--- src/rtl/stalin_unpack.sv ---
// Streams a captured packed list of unsigned elements out over a valid/ready
// interface, one element per accepted transfer, flagging any descending step.
module stalin_unpack #(
    parameter int N     = 16,
    parameter int WIDTH = 8
) (
    input  logic                     clk,
    input  logic                     rst_n,
    input  logic                     start,
    input  logic [N*WIDTH-1:0]       data_in,
    input  logic [$clog2(N+1)-1:0]   in_len,
    output logic                     m_valid,
    input  logic                     m_ready,
    output logic [WIDTH-1:0]         m_data,
    output logic                     m_last,
    output logic                     busy,
    output logic                     done,
    output logic                     order_err
);
    localparam int LW = $clog2(N + 1);
    localparam int IW = (N > 1) ? $clog2(N) : 1;
    localparam logic [LW-1:0] N_L   = LW'(N);
    localparam logic [LW-1:0] ONE_L = LW'(1);

    typedef enum logic [1:0] {
        IDLE   = 2'd0,
        STREAM = 2'd1,
        DONE   = 2'd2
    } state_t;

    state_t               state_q,     state_d;
    logic [N*WIDTH-1:0]   list_q,      list_d;
    logic [LW-1:0]        len_q,       len_d;
    logic [LW-1:0]        idx_q,       idx_d;
    logic [WIDTH-1:0]     prev_q,      prev_d;
    logic                 m_valid_q,   m_valid_d;
    logic [WIDTH-1:0]     m_data_q,    m_data_d;
    logic                 m_last_q,    m_last_d;
    logic                 busy_q,      busy_d;
    logic                 done_q,      done_d;
    logic                 order_err_q, order_err_d;

    logic [WIDTH-1:0]     elems [N];
    logic [LW-1:0]        eff_len;
    logic [LW-1:0]        nxt_idx;
    logic [LW-1:0]        last_idx;

    generate
        for (genvar gi = 0; gi < N; gi++) begin : g_elem
            assign elems[gi] = list_q[gi*WIDTH +: WIDTH];
        end
    endgenerate

    assign eff_len  = (in_len > N_L) ? N_L : in_len;
    assign nxt_idx  = idx_q + ONE_L;
    assign last_idx = len_q - ONE_L;

    always_comb begin
        state_d     = state_q;
        list_d      = list_q;
        len_d       = len_q;
        idx_d       = idx_q;
        prev_d      = prev_q;
        m_valid_d   = m_valid_q;
        m_data_d    = m_data_q;
        m_last_d    = m_last_q;
        busy_d      = busy_q;
        done_d      = done_q;
        order_err_d = order_err_q;

        case (state_q)
            IDLE, DONE: begin
                if (start) begin
                    list_d      = data_in;
                    len_d       = eff_len;
                    idx_d       = '0;
                    order_err_d = 1'b0;
                    if (eff_len != '0) begin
                        state_d   = STREAM;
                        m_valid_d = 1'b1;
                        m_data_d  = data_in[WIDTH-1:0];
                        m_last_d  = (eff_len == ONE_L);
                        busy_d    = 1'b1;
                        done_d    = 1'b0;
                    end else begin
                        // Empty list goes straight to DONE without a beat.
                        state_d   = DONE;
                        m_valid_d = 1'b0;
                        m_last_d  = 1'b0;
                        busy_d    = 1'b0;
                        done_d    = 1'b1;
                    end
                end
            end
            STREAM: begin
                if (m_valid_q && m_ready) begin
                    prev_d = m_data_q;
                    if ((idx_q != '0) && (m_data_q < prev_q)) begin
                        order_err_d = 1'b1;
                    end
                    if (idx_q == last_idx) begin
                        state_d   = DONE;
                        m_valid_d = 1'b0;
                        m_last_d  = 1'b0;
                        busy_d    = 1'b0;
                        done_d    = 1'b1;
                    end else begin
                        idx_d    = nxt_idx;
                        m_data_d = elems[nxt_idx[IW-1:0]];
                        m_last_d = (nxt_idx == last_idx);
                    end
                end
            end
            default: begin
                state_d   = IDLE;
                m_valid_d = 1'b0;
                m_last_d  = 1'b0;
                busy_d    = 1'b0;
                done_d    = 1'b0;
            end
        endcase
    end

    always_ff @(posedge clk or negedge rst_n) begin
        if (!rst_n) begin
            state_q     <= IDLE;
            list_q      <= '0;
            len_q       <= '0;
            idx_q       <= '0;
            prev_q      <= '0;
            m_valid_q   <= 1'b0;
            m_data_q    <= '0;
            m_last_q    <= 1'b0;
            busy_q      <= 1'b0;
            done_q      <= 1'b0;
            order_err_q <= 1'b0;
        end else begin
            state_q     <= state_d;
            list_q      <= list_d;
            len_q       <= len_d;
            idx_q       <= idx_d;
            prev_q      <= prev_d;
            m_valid_q   <= m_valid_d;
            m_data_q    <= m_data_d;
            m_last_q    <= m_last_d;
            busy_q      <= busy_d;
            done_q      <= done_d;
            order_err_q <= order_err_d;
        end
    end

    assign m_valid   = m_valid_q;
    assign m_data    = m_data_q;
    assign m_last    = m_last_q;
    assign busy      = busy_q;
    assign done      = done_q;
    assign order_err = order_err_q;

endmodule

--- config.mk ---
export PLATFORM = sky130hd
export DESIGN_NAME = stalin_unpack
export DESIGN_NICKNAME = d
export VERILOG_FILES = /design/src/rtl/stalin_unpack.sv
export SDC_FILE = /design/constraint.sdc
export NUM_CORES = 1
export LEC_CHECK = 0
export ABC_AREA = 1
export CAP_MARGIN = 30
export CORE_ASPECT_RATIO = 0.9
export CORE_UTILIZATION = 52
export DETAILED_ROUTE_END_ITERATION = 10
export GPL_ROUTABILITY_DRIVEN = 0
export PLACE_DENSITY = 0.84
export SLEW_MARGIN = 30
export SYNTH_ARGS = -nofsm -noshare
export SYNTH_HDL_FRONTEND = slang
export SYNTH_SLANG_ARGS = --single-unit
--- constraint.sdc ---
create_clock -name clk -period 5.95 [get_ports clk]
set_clock_uncertainty 0.1 [all_clocks]
set_input_delay 1.19 -clock clk [delete_from_list [all_inputs] [get_ports clk]]
set_output_delay 1.19 -clock clk [all_outputs]
set_load 0.005 [all_outputs]
==> impl_metrics.prom, run 1 <==
# TYPE chip_impl_metric gauge
chip_impl_metric{name="powerDensity",unit="nW/um2"} 510
chip_impl_metric{name="setup_ws",unit="ns"} 2.72
chip_impl_metric{name="maxCapViolations",unit=""} 0
chip_impl_metric{name="clk_path_buf_depth",unit=""} 2
chip_impl_metric{name="floorplan.initialDensity",unit=""} 0.530
chip_impl_metric{name="fp.coreArea",unit="um2"} 15400
chip_impl_metric{name="rr_worst_depth",unit=""} 10
chip_impl_metric{name="die_height",unit="um"} 121
chip_impl_info{name="r2r_start",value="idx_q[0]$_DFFE_PN0P_"} 1
chip_impl_metric{name="fill_cell_total_of_the_finished_layout",unit=""} 1280
chip_impl_info{name="synth_area_leader_cell",value="sky130_fd_sc_hd__dfrtp_1"} 1
chip_impl_metric{name="cts_max_level",unit=""} 4
chip_impl_metric{name="achievable-frequency",unit="GHz"} 0.310
chip_impl_info{name="commonest_non_fill_non_tap_cells_in_the_layout",value="448 x sky130_fd_sc_hd__nand2_1, 158 x sky130_fd_sc_hd__dfrtp_1, 148 x sky130_fd_sc_hd__clkdlybuf4s50_1"} 1
chip_impl_metric{name="total_negative_slack_for_setup_checks",unit="ns"} 0
chip_impl_metric{name="routed_via_density",unit=""} 5.23
chip_impl_metric{name="clock_sink_count",unit=""} 159
chip_impl_metric{name="post-synth-top-area-fraction",unit=""} 0.488
chip_impl_metric{name="fin_area",unit="um2"} 10300
chip_impl_metric{name="cts_inserted_buffers",unit=""} 17
chip_impl_metric{name="flow.area_growth_from_synthesis",unit="%"} 26.5
chip_impl_metric{name="post_synth_edffs",unit=""} 0
chip_impl_metric{name="cts_resized",unit=""} 0
chip_impl_metric{name="timing.final.crit_share",unit=""} 0.543
chip_impl_metric{name="worst_ir_drop_on_vdd",unit="mV"} 0.298
chip_impl_metric{name="dr_total_vias",unit=""} 7447
chip_impl_metric{name="slew_headroom",unit=""} 0.394
chip_impl_metric{name="syn_area_per_cell",unit="um2"} 7.48
chip_impl_metric{name="min_period",unit="ns"} 3.23
chip_impl_metric{name="grt_start_max_net_pins",unit=""} 142
chip_impl_metric{name="route.detailed.wl_per_inst",unit="um"} 15.2
chip_impl_metric{name="globalRouteTotalUtil",unit=""} 0.287
chip_impl_metric{name="ios",unit=""} 150
chip_impl_metric{name="post_dp_area",unit="um2"} 9680
chip_impl_info{name="worst_hold_startpoint",value="list_q[73]$_DFFE_PN0P_"} 1
chip_impl_metric{name="cp_data_arrival_time",unit="ns"} 3.47
chip_impl_metric{name="post_route_cells_drive_above_1_share",unit=""} 0.0614
chip_impl_metric{name="async_reset_ff_frac",unit=""} 1.00
chip_impl_metric{name="die_w",unit="um"} 134
chip_impl_metric{name="antenna_cells",unit=""} 0
chip_impl_metric{name="postSynthNetCount",unit=""} 1238
chip_impl_metric{name="cts.reportedPaths.clkPinSlew",unit="ns"} 0.06
chip_impl_metric{name="placed_cells_incl_taps",unit=""} 1392
chip_impl_metric{name="cts_hold_repair.buffers",unit=""} 0
chip_impl_metric{name="netlist_area",unit="um2"} 8160
chip_impl_info{name="worst_setup_sp_type",value="primary input"} 1
chip_impl_metric{name="post_layout_net_count",unit=""} 1356
chip_impl_metric{name="drt.antenna.violating_nets",unit=""} 0
chip_impl_metric{name="first_iter_violations",unit=""} 762
chip_impl_metric{name="first_pass_grt_wire_length",unit="mm"} 35.8
chip_impl_info{name="grt_setup_unrepaired",value="false"} 1
chip_impl_metric{name="report.final.hold_viol_count",unit=""} 0
chip_impl_info{name="reg2reg_to",value="m_data[0]$_DFFE_PN0P_"} 1
chip_impl_metric{name="crit_path_max_fanout",unit=""} 64
chip_impl_metric{name="final_cell_count_no_fill",unit=""} 1424
chip_impl_info{name="synth.area.top_cells",value="sky130_fd_sc_hd__dfrtp_1 49%, sky130_fd_sc_hd__nand2_1 21%, sky130_fd_sc_hd__o21ai_0 5.8%"} 1
chip_impl_info{name="element_type_at_the_critical_path_end",value="flop"} 1
chip_impl_metric{name="synth_cells",unit=""} 1091
chip_impl_metric{name="power.static_leakage",unit="nW"} 5.03
chip_impl_metric{name="placement.setup.worst_slack",unit="ns"} 2.33
chip_impl_metric{name="portBuffers",unit=""} 149
chip_impl_metric{name="fp.dieArea",unit="um2"} 16200
chip_impl_metric{name="reg2reg_setup_slack",unit="ns"} 2.96
chip_impl_metric{name="ff_latch_area",unit="um2"} 3980
chip_impl_metric{name="hold_slack",unit="ns"} 0.369
chip_impl_metric{name="grt_remaining_overflow",unit=""} 0
chip_impl_metric{name="report.power.total",unit="mW"} 5.26
chip_impl_metric{name="yosysWarningCount",unit=""} 0
chip_impl_metric{name="placement_rows",unit=""} 43
chip_impl_metric{name="multiInputGateArea",unit="um2"} 3510
chip_impl_info{name="most_used_dff_post_synth",value="sky130_fd_sc_hd__dfrtp_1"} 1
chip_impl_metric{name="worst_slew_pin_slew",unit="ns"} 0.910
chip_impl_metric{name="worst_skew_pair_latency",unit="ns"} 0.43
chip_impl_metric{name="vias_in_the_first_global_route",unit=""} 7428
chip_impl_metric{name="holdPathStages",unit=""} 2
chip_impl_info{name="layout_commonest_cell",value="sky130_fd_sc_hd__nand2_1"} 1
chip_impl_info{name="crit_path_class",value="in2reg"} 1
chip_impl_metric{name="setup-violations-final",unit=""} 0
chip_impl_metric{name="drc_errors",unit=""} 0
chip_impl_metric{name="dp_wirelength",unit="mm"} 14.5
chip_impl_metric{name="timing_max_transition_violations_final",unit=""} 0
chip_impl_info{name="cts_tree",value="yes"} 1
chip_impl_metric{name="synth_cell_type_count",unit=""} 36
chip_impl_info{name="kind_of_path_behind_the_tightest_hold_check",value="reg2reg"} 1
chip_impl_metric{name="synth.yosys.seq_area_share",unit=""} 0.488
chip_impl_metric{name="antenna_found_initial",unit=""} 0
chip_impl_metric{name="cts_setup_buffers",unit=""} 0
chip_impl_metric{name="detail_route.first_pass.iterations",unit=""} 5
chip_impl_metric{name="drt-total-wl",unit="mm"} 21.7
chip_impl_info{name="status",value="finished, final reports clean"} 1
chip_impl_metric{name="critical_path_required",unit="ns"} 6.19
chip_impl_info{name="clock-root-buffer",value="sky130_fd_sc_hd__clkbuf_16"} 1
chip_impl_metric{name="synth.ff_latch_count",unit=""} 159
chip_impl_metric{name="fin_util",unit=""} 0.671
chip_impl_info{name="min_to",value="list_q[73]$_DFFE_PN0P_"} 1
worst max path at each step:
stage	from	end	slack, ns	depth (start not counted)
CTS	idx_q[0]$_DFFE_PN0P_	m_data[0]$_DFFE_PN0P_	2.72	10
detailed placement	start	len_q[0]$_DFFE_PN0P_	2.33	9
finish	start	len_q[2]$_DFFE_PN0P_	2.72	9
floorplan	idx_q[0]$_DFFE_PN0P_	m_data[4]$_DFFE_PN0P_	3.68	15
global placement	start	len_q[1]$_DFFE_PN0P_	2.48	9
global route	start	len_q[2]$_DFFE_PN0P_	2.52	9
state kept, by name (all words and copies together) (netlist names):
signal,count
idx_q,5
m_data,8
list_q,128
order_err,1
len_q,5
done,1
m_last,1
prev_q,8
busy,1
state_q,1
synthesized netlist by cell type, types with 2 or more instances:
master / number
sky130_fd_sc_hd__a21oi_1: 5
sky130_fd_sc_hd__buf_1: 6
sky130_fd_sc_hd__o21ai_0: 95
sky130_fd_sc_hd__nor2_1: 91
sky130_fd_sc_hd__o21ai_1: 4
sky130_fd_sc_hd__buf_6: 2
sky130_fd_sc_hd__clkbuf_1: 18
sky130_fd_sc_hd__nand3_2: 17
sky130_fd_sc_hd__nor2_2: 3
sky130_fd_sc_hd__nor2_8: 2
sky130_fd_sc_hd__nand2_1: 448
sky130_fd_sc_hd__buf_2: 24
sky130_fd_sc_hd__buf_4: 5
sky130_fd_sc_hd__o211ai_1: 9
sky130_fd_sc_hd__nand4_1: 3
sky130_fd_sc_hd__inv_1: 98
sky130_fd_sc_hd__dfrtp_1: 159
sky130_fd_sc_hd__ha_1: 10
sky130_fd_sc_hd__nand3_1: 72
sky130_fd_sc_hd__inv_2: 4
critical path, stage by stage:
cell                              delay (ns)
sky130_fd_sc_hd__clkdlybuf4s50_1        0.48
sky130_fd_sc_hd__inv_1                  0.07
sky130_fd_sc_hd__nor2_4                 0.13
sky130_fd_sc_hd__buf_4                  0.47
sky130_fd_sc_hd__clkinv_1               0.13
sky130_fd_sc_hd__buf_4                  0.33
sky130_fd_sc_hd__nor2_1                 0.40
sky130_fd_sc_hd__nand2_1                0.13
sky130_fd_sc_hd__o21ai_0                0.10
report_power, final:
part / internal [mW] / total [mW] / switching (mW)
Sequential: 1.60 / 1.84 / 0.247
Combinational: 0.787 / 2.23 / 1.45
Clock: 0.745 / 1.19 / 0.441
Total: 3.13 / 5.26 / 2.13
kinds of logic (layout without fill, tap and decap cells):
group           after synthesis  in the layout  synth area share
compound gates              116            116            0.0761
buf+inv                     160            291            0.0833
xor+xnor                      5              5           0.00951
flops                       159            159             0.488
fa+ha+maj                    10             10            0.0153
simple gates                641            641             0.328
area by class of cell:
class	instances	area share
sequential	159	0.386
multi-input combinational	772	0.340
timing repair buffer	155	0.150
clock buffer	22	0.0469
inverter	104	0.0382
tap	202	0.0245
clock inverter	10	0.0151
routing by layer:
layer / routed length [um] / GRT usage / share of wire / vias to the layer above
li1: - / - / - / 3614
met1: 9270 / 0.383 / 0.43 / 3484
met2: 10100 / 0.456 / 0.47 / 300
met3: 1680 / 0.0612 / 0.078 / 49
met4: 617 / 0.120 / 0.028 / 0
met5: 0 / 0 / 0 / -
No activity file was read; power rests on OpenSTA's default activity.
==> run 2: changes to the inputs <==
Settings changed: CORE_UTILIZATION 52 to 48, PLACE_DENSITY 0.84 to 0.82.
Clock period 5.95 ns to 2.7 ns, I/O delays scaled along.
==> impl_metrics.prom, run 2 (synthesis results as in run 1) <==
# TYPE chip_impl_metric gauge
chip_impl_metric{name="ios",unit=""} 150
chip_impl_metric{name="dr_total_vias",unit=""} 7395
chip_impl_metric{name="die_height",unit="um"} 126
chip_impl_metric{name="drt-total-wl",unit="mm"} 21.2
chip_impl_metric{name="crit_path_max_fanout",unit=""} 68
chip_impl_metric{name="die_w",unit="um"} 139
chip_impl_metric{name="placement.setup.worst_slack",unit="ns"} 0.380
chip_impl_metric{name="cts_max_level",unit=""} 4
chip_impl_info{name="worst_setup_sp_type",value="flop"} 1
chip_impl_metric{name="grt_start_max_net_pins",unit=""} 120
chip_impl_metric{name="worst_slew_pin_slew",unit="ns"} 0.674
chip_impl_metric{name="achievable-frequency",unit="GHz"} 0.419
chip_impl_metric{name="share_comb_of_total_power",unit=""} 0.434
chip_impl_metric{name="hold_slack",unit="ns"} 0.367
chip_impl_metric{name="critical_path_required",unit="ns"} 2.96
chip_impl_metric{name="setup-violations-final",unit=""} 0
chip_impl_metric{name="worst_skew_pair_latency",unit="ns"} 0.42
chip_impl_metric{name="switch_pwr",unit="mW"} 4.59
chip_impl_info{name="cts_tree",value="yes"} 1
chip_impl_metric{name="post_dp_area",unit="um2"} 9800
chip_impl_info{name="status",value="finished, final reports clean"} 1
chip_impl_metric{name="antenna_cells",unit=""} 0
chip_impl_info{name="crit_path_class",value="reg2reg"} 1
chip_impl_metric{name="globalRouteTotalUtil",unit=""} 0.258
chip_impl_info{name="commonest_non_fill_non_tap_cells_in_the_layout",value="448 x sky130_fd_sc_hd__nand2_1, 158 x sky130_fd_sc_hd__dfrtp_1, 148 x sky130_fd_sc_hd__clkdlybuf4s50_1"} 1
chip_impl_metric{name="routed_via_density",unit=""} 5.15
chip_impl_metric{name="first_iter_violations",unit=""} 676
chip_impl_metric{name="vias_in_the_first_global_route",unit=""} 7213
chip_impl_metric{name="grt_remaining_overflow",unit=""} 0
chip_impl_metric{name="power.static_leakage",unit="nW"} 5.06
chip_impl_metric{name="worst_ir_drop_on_vdd",unit="mV"} 0.555
chip_impl_metric{name="maxCapViolations",unit=""} 0
chip_impl_metric{name="drt.antenna.violating_nets",unit=""} 0
chip_impl_metric{name="clock_sink_count",unit=""} 159
chip_impl_info{name="clock-root-buffer",value="sky130_fd_sc_hd__clkbuf_16"} 1
chip_impl_metric{name="fin_area",unit="um2"} 10400
chip_impl_metric{name="total_negative_slack_for_setup_checks",unit="ns"} 0
chip_impl_metric{name="antenna_found_initial",unit=""} 0
chip_impl_metric{name="slew_headroom",unit=""} 0.551
chip_impl_metric{name="portBuffers",unit=""} 149
chip_impl_metric{name="detail_route.first_pass.iterations",unit=""} 6
chip_impl_metric{name="dp_wirelength",unit="mm"} 14.7
chip_impl_metric{name="largest_reg_flops",unit=""} 128
chip_impl_metric{name="drc_errors",unit=""} 0
chip_impl_info{name="element_type_at_the_critical_path_end",value="flop"} 1
chip_impl_info{name="kind_of_path_behind_the_tightest_hold_check",value="reg2reg"} 1
chip_impl_metric{name="min_period",unit="ns"} 2.38
chip_impl_metric{name="timing_max_transition_violations_final",unit=""} 0
chip_impl_metric{name="first_pass_grt_wire_length",unit="mm"} 35.1
chip_impl_metric{name="floorplan.initialDensity",unit=""} 0.499
chip_impl_metric{name="post_route_cells_drive_above_1_share",unit=""} 0.0659
chip_impl_info{name="register_with_the_highest_flop_count",value="list_q"} 1
chip_impl_metric{name="report.final.hold_viol_count",unit=""} 0
chip_impl_metric{name="post_layout_net_count",unit=""} 1366
chip_impl_metric{name="cts_resized",unit=""} 0
chip_impl_metric{name="cp_data_arrival_time",unit="ns"} 2.64
chip_impl_info{name="grt_setup_unrepaired",value="false"} 1
chip_impl_metric{name="setup_ws",unit="ns"} 0.316
chip_impl_metric{name="fp.dieArea",unit="um2"} 17500
chip_impl_metric{name="cts_inserted_buffers",unit=""} 17
chip_impl_metric{name="clk_path_buf_depth",unit=""} 2
chip_impl_metric{name="timing.final.crit_share",unit=""} 0.883
chip_impl_metric{name="powerDensity",unit="nW/um2"} 1090
chip_impl_metric{name="cts.reportedPaths.clkPinSlew",unit="ns"} 0.06
chip_impl_info{name="layout_commonest_cell",value="sky130_fd_sc_hd__nand2_1"} 1
chip_impl_metric{name="fp.coreArea",unit="um2"} 16400
chip_impl_metric{name="route.detailed.wl_per_inst",unit="um"} 14.8
chip_impl_metric{name="p_int",unit="mW"} 6.76
chip_impl_metric{name="clockPowerShare",unit=""} 0.208
chip_impl_metric{name="sequential_cell_fraction_of_total_power",unit=""} 0.357
chip_impl_metric{name="placement_rows",unit=""} 44
chip_impl_metric{name="report.power.total",unit="mW"} 11.4
chip_impl_metric{name="flow.area_growth_from_synthesis",unit="%"} 27.2
chip_impl_metric{name="switching_share",unit=""} 0.405
-- run 2: cell count changes in the layout (fill, tap and decap cells not counted), moves of 2 or more --
cell / before / now
sky130_fd_sc_hd__buf_4: 4 / 11
sky130_fd_sc_hd__buf_12: 0 / 4
sky130_fd_sc_hd__bufinv_16: 4 / 2
sky130_fd_sc_hd__clkbuf_1: 1 / 3
-- run 2: metrics by stage --
step | instances | util
after floorplan | 1091 | -
after global placement | 1406 | 0.599
after detailed placement | 1406 | 0.599
after CTS | 1437 | 0.635
after global routing | 1437 | 0.635
final | 1437 | 0.635
-- run 2: repair_timing --
action / in CTS / in global routing
setup buffers: 0 / 0
hold buffers: 1 / 0
hold endpoints to repair: 40 / 0
-- run 2: path summary, 6_finish.rpt --
check | from | endpoint | slack [ns] | cells after the start
worst max-delay path | idx_q[0]$_DFFE_PN0P_ | m_data[3]$_DFFE_PN0P_ | 0.32 | 11
worst min-delay path | list_q[66]$_DFFE_PN0P_ | list_q[66]$_DFFE_PN0P_ | 0.37 | 2
worst max register to register | idx_q[0]$_DFFE_PN0P_ | m_data[3]$_DFFE_PN0P_ | 0.32 | 11
worst min register to register | list_q[66]$_DFFE_PN0P_ | list_q[66]$_DFFE_PN0P_ | 0.37 | 2
max in group asynchronous | rst_n | idx_q[0]$_DFFE_PN0P_ | 1.22 | 3
min in group asynchronous | rst_n | prev_q[1]$_DFFE_PN0P_ | 0.49 | 2
-- run 2: area by class of cell --
class | count | area [um2]
timing repair buffer | 165 | 1670
inverter | 104 | 394
tap | 207 | 259
multi-input combinational | 772 | 3510
sequential | 159 | 3980
clock inverter | 6 | 82.6
clock buffer | 24 | 492
fill | 1371 | 5970
-- run 2: metal layers --
| layer | vias up | GRT usage | routed length (um) |
|---|---|---|---|
| met5 | - | 0 | 0 |
| met4 | 0 | 0.103 | 504 |
| met3 | 35 | 0.0479 | 1320 |
| met2 | 263 | 0.426 | 10200 |
| met1 | 3462 | 0.338 | 9240 |
| li1 | 3635 | - | - |
-- run 2: power by group through the flow --
| stage | sequential [mW] | combinational, mW | clock, mW |
|---|---|---|---|
| 6_report | 4.06 | 4.93 | 2.36 |
| 2_1_floorplan | 3.93 | 3.54 | 0 |
| 5_1_grt | 4.17 | 5.64 | 2.50 |
| 3_3_place_gp | 4.04 | 4.73 | 0 |
| 3_5_place_dp | 4.09 | 4.88 | 0 |
| 4_1_cts | 4.06 | 4.96 | 2.39 |
-- run 2: worst max-delay path: stages (launching register included) --
cell and delay (ns):
sky130_fd_sc_hd__dfrtp_4 0.43, sky130_fd_sc_hd__buf_4 0.55, sky130_fd_sc_hd__nand2_1 0.11, sky130_fd_sc_hd__nand2_1 0.11, sky130_fd_sc_hd__nand2_1 0.08, sky130_fd_sc_hd__nor2_1 0.18
sky130_fd_sc_hd__nand3_2 0.14, sky130_fd_sc_hd__nor2_4 0.14, sky130_fd_sc_hd__nand2_1 0.08, sky130_fd_sc_hd__nand3b_2 0.21, sky130_fd_sc_hd__nand2_1 0.09, sky130_fd_sc_hd__nand2_1 0.09
==> run 3: changes to the inputs <==
Settings changed: GPL_TIMING_DRIVEN from default to 0.
==> impl_metrics.prom, run 3 (synthesis results as in run 1) <==
# TYPE chip_impl_metric gauge
chip_impl_metric{name="worst_ir_drop_on_vdd",unit="mV"} 0.601
chip_impl_metric{name="min_period",unit="ns"} 2.51
chip_impl_metric{name="grt_start_max_net_pins",unit=""} 91
chip_impl_metric{name="clk_path_buf_depth",unit=""} 2
chip_impl_metric{name="first_pass_grt_wire_length",unit="mm"} 37.5
chip_impl_info{name="cp_cell_sequence",value="clkdlybuf4s50_1 -> inv_1 -> nor2_2 -> clkbuf_1 -> clkbuf_1 -> o21ai_0"} 1
chip_impl_metric{name="timing_max_transition_violations_final",unit=""} 0
chip_impl_info{name="layout_commonest_cell",value="sky130_fd_sc_hd__nand2_1"} 1
chip_impl_metric{name="multiInputGateArea",unit="um2"} 3500
chip_impl_info{name="reg2reg_to",value="m_data[3]$_DFFE_PN0P_"} 1
chip_impl_info{name="status",value="finished, final reports clean"} 1
chip_impl_metric{name="timing.final.crit_share",unit=""} 0.931
chip_impl_info{name="register_with_the_highest_flop_count",value="list_q"} 1
chip_impl_metric{name="globalRouteTotalUtil",unit=""} 0.279
chip_impl_metric{name="slowest_delay",unit="ns"} 0.57
chip_impl_metric{name="post_route_cells_drive_above_1_share",unit=""} 0.0825
chip_impl_metric{name="dr_total_vias",unit=""} 7715
chip_impl_metric{name="routed_via_density",unit=""} 5.21
chip_impl_metric{name="vias_in_the_first_global_route",unit=""} 7577
chip_impl_metric{name="fill_cell_total_of_the_finished_layout",unit=""} 1378
chip_impl_metric{name="grt_remaining_overflow",unit=""} 0
chip_impl_metric{name="cts.reportedPaths.clkPinSlew",unit="ns"} 0.06
chip_impl_metric{name="portBuffers",unit=""} 149
chip_impl_metric{name="cts_max_level",unit=""} 4
chip_impl_metric{name="maxCapViolations",unit=""} 0
chip_impl_info{name="crit_path_class",value="in2reg"} 1
chip_impl_metric{name="cts_inserted_buffers",unit=""} 17
chip_impl_info{name="grt_setup_unrepaired",value="false"} 1
chip_impl_info{name="critical-path-slowest-cell",value="sky130_fd_sc_hd__clkbuf_1"} 1
chip_impl_metric{name="hold_slack",unit="ns"} 0.371
chip_impl_metric{name="detail_route.first_pass.iterations",unit=""} 6
chip_impl_metric{name="worst_slew_pin_slew",unit="ns"} 0.731
chip_impl_info{name="cts_tree",value="yes"} 1
chip_impl_info{name="clock-root-buffer",value="sky130_fd_sc_hd__clkbuf_16"} 1
chip_impl_metric{name="powerDensity",unit="nW/um2"} 1120
chip_impl_metric{name="report.final.hold_viol_count",unit=""} 0
chip_impl_metric{name="ff_latch_area",unit="um2"} 3980
chip_impl_info{name="critical_path.endpoint",value="list_q[6]$_DFFE_PN0P_"} 1
chip_impl_metric{name="grt_use_met2",unit=""} 0.440
chip_impl_metric{name="flow.area_growth_from_synthesis",unit="%"} 29.6
chip_impl_metric{name="clock_sink_count",unit=""} 159
chip_impl_metric{name="die_w",unit="um"} 139
chip_impl_metric{name="reg2reg_setup_slack",unit="ns"} 0.22
chip_impl_metric{name="worst_skew_pair_latency",unit="ns"} 0.43
chip_impl_metric{name="placement_rows",unit=""} 44
chip_impl_info{name="kind_of_path_behind_the_tightest_hold_check",value="reg2reg"} 1
chip_impl_metric{name="use_met3",unit=""} 0.0696
chip_impl_metric{name="ios",unit=""} 150
chip_impl_info{name="r2r_start",value="idx_q[0]$_DFFE_PN0P_"} 1
chip_impl_metric{name="route.detailed.wl_per_inst",unit="um"} 15.7
chip_impl_info{name="element_type_at_the_critical_path_end",value="flop"} 1
chip_impl_metric{name="power.static_leakage",unit="nW"} 5.19
chip_impl_metric{name="post_layout_net_count",unit=""} 1407
chip_impl_metric{name="largest_reg_flops",unit=""} 128
chip_impl_metric{name="critical_path_required",unit="ns"} 2.89
chip_impl_metric{name="antenna_cells",unit=""} 0
chip_impl_metric{name="dp_wirelength",unit="mm"} 17.3
chip_impl_metric{name="drc_errors",unit=""} 0
chip_impl_info{name="commonest_non_fill_non_tap_cells_in_the_layout",value="448 x sky130_fd_sc_hd__nand2_1, 159 x sky130_fd_sc_hd__dfrtp_1, 148 x sky130_fd_sc_hd__clkdlybuf4s50_1"} 1
chip_impl_metric{name="fp.coreArea",unit="um2"} 16400
chip_impl_metric{name="first_iter_violations",unit=""} 745
chip_impl_metric{name="die_height",unit="um"} 126
chip_impl_info{name="grt.busiest_layer",value="met2"} 1
chip_impl_info{name="critical_path.most_common_cell",value="sky130_fd_sc_hd__clkbuf_1"} 1
chip_impl_metric{name="achievable-frequency",unit="GHz"} 0.398
chip_impl_metric{name="floorplan.initialDensity",unit=""} 0.499
chip_impl_metric{name="cp_data_arrival_time",unit="ns"} 2.70
chip_impl_metric{name="fp.dieArea",unit="um2"} 17500
chip_impl_metric{name="total_negative_slack_for_setup_checks",unit="ns"} 0
chip_impl_metric{name="crit_path_max_fanout",unit=""} 10
chip_impl_metric{name="drt-total-wl",unit="mm"} 23.3
chip_impl_metric{name="rr_worst_depth",unit=""} 14
chip_impl_metric{name="slew_headroom",unit=""} 0.513
chip_impl_metric{name="setup-violations-final",unit=""} 0
chip_impl_metric{name="groute.layer.met1.usage",unit=""} 0.364
chip_impl_info{name="worst_setup_sp_type",value="primary input"} 1
chip_impl_info{name="cp_launch_point",value="start"} 1
chip_impl_metric{name="antenna_found_initial",unit=""} 0
chip_impl_metric{name="drt.antenna.violating_nets",unit=""} 0
==> run 3: cell count changes in the layout (fill, tap and decap cells not counted), moves of 2 or more <==
cell | previous run | this run
sky130_fd_sc_hd__clkbuf_1 | 3 | 15
sky130_fd_sc_hd__buf_1 | 0 | 5
sky130_fd_sc_hd__buf_8 | 0 | 2
sky130_fd_sc_hd__clkbuf_8 | 4 | 2
sky130_fd_sc_hd__buf_4 | 11 | 6
sky130_fd_sc_hd__clkbuf_2 | 0 | 2
sky130_fd_sc_hd__buf_12 | 4 | 0
sky130_fd_sc_hd__buf_2 | 0 | 23
sky130_fd_sc_hd__clkinvlp_4 | 1 | 4
sky130_fd_sc_hd__clkinv_4 | 0 | 2
==> run 3: metrics by stage <==
step                      total power, mW  worst slack [ns]  cell area (um2)  cells  utilization
after global routing                 12.7            0.0455            10600   1480        0.647
after detailed placement             9.19            -0.288             9940   1448        0.608
after global placement               8.99             -5.34             9910   1447        0.606
after CTS                            11.7            0.0315            10600   1480        0.646
final                                11.8             0.185            10600   1480        0.647
after floorplan                      7.47             0.425             8160   1091            -
==> run 3: how the worst min path moves through the flow <==
stage / cells past startpoint / startpoint / to / slack (ns)
3_3_place_gp: 2 / list_q[64]$_DFFE_PN0P_ / list_q[64]$_DFFE_PN0P_ / 0.35
2_1_floorplan: 0 / rst_n / busy$_DFFE_PN0P_ / 0.14
5_1_grt: 2 / list_q[28]$_DFFE_PN0P_ / list_q[28]$_DFFE_PN0P_ / 0.38
6_report: 2 / list_q[64]$_DFFE_PN0P_ / list_q[64]$_DFFE_PN0P_ / 0.37
3_5_place_dp: 2 / list_q[64]$_DFFE_PN0P_ / list_q[64]$_DFFE_PN0P_ / 0.35
4_1_cts: 2 / list_q[64]$_DFFE_PN0P_ / list_q[64]$_DFFE_PN0P_ / 0.37
==> run 3: final cells by class <==
class,count,area share
buffer,55,0.0275
clock buffer,19,0.0428
clock inverter,13,0.0153
inverter,104,0.0374
multi-input combinational,772,0.331
sequential,159,0.376
tap,207,0.0245
timing repair buffer,151,0.145
==> run 3: timing repair <==
action	4_1_cts	5_1_grt
endpoints found under the hold margin	53	0
setup buffers	0	0
hold buffers	1	0
resized for setup	4	2
setup endpoints to repair	9	9
==> run 3: routing by layer <==
layer  wire length [um]  share of wire  up-vias
met5                  0              0        -
met4                836          0.036        0
met3               2200          0.095       65
met2              10600           0.46      398
met1               9570           0.41     3534
li1                   -              -     3718
==> run 3: report_power, final <==
| part | total [mW] | internal [mW] | switching [mW] | leakage, nW |
|---|---|---|---|---|
| clock network | 2.50 | 1.50 | 0.993 | 0.291 |
| logic | 5.29 | 1.89 | 3.39 | 2.92 |
| registers | 4.03 | 3.51 | 0.511 | 1.97 |
==> run 3: critical path: cells and delay by family <==
family	cells	cell delay (ns)
AND/OR/NAND/NOR	1	0.45
AO/OA/AOI/OAI	1	0.16
buffers and inverters	4	1.54
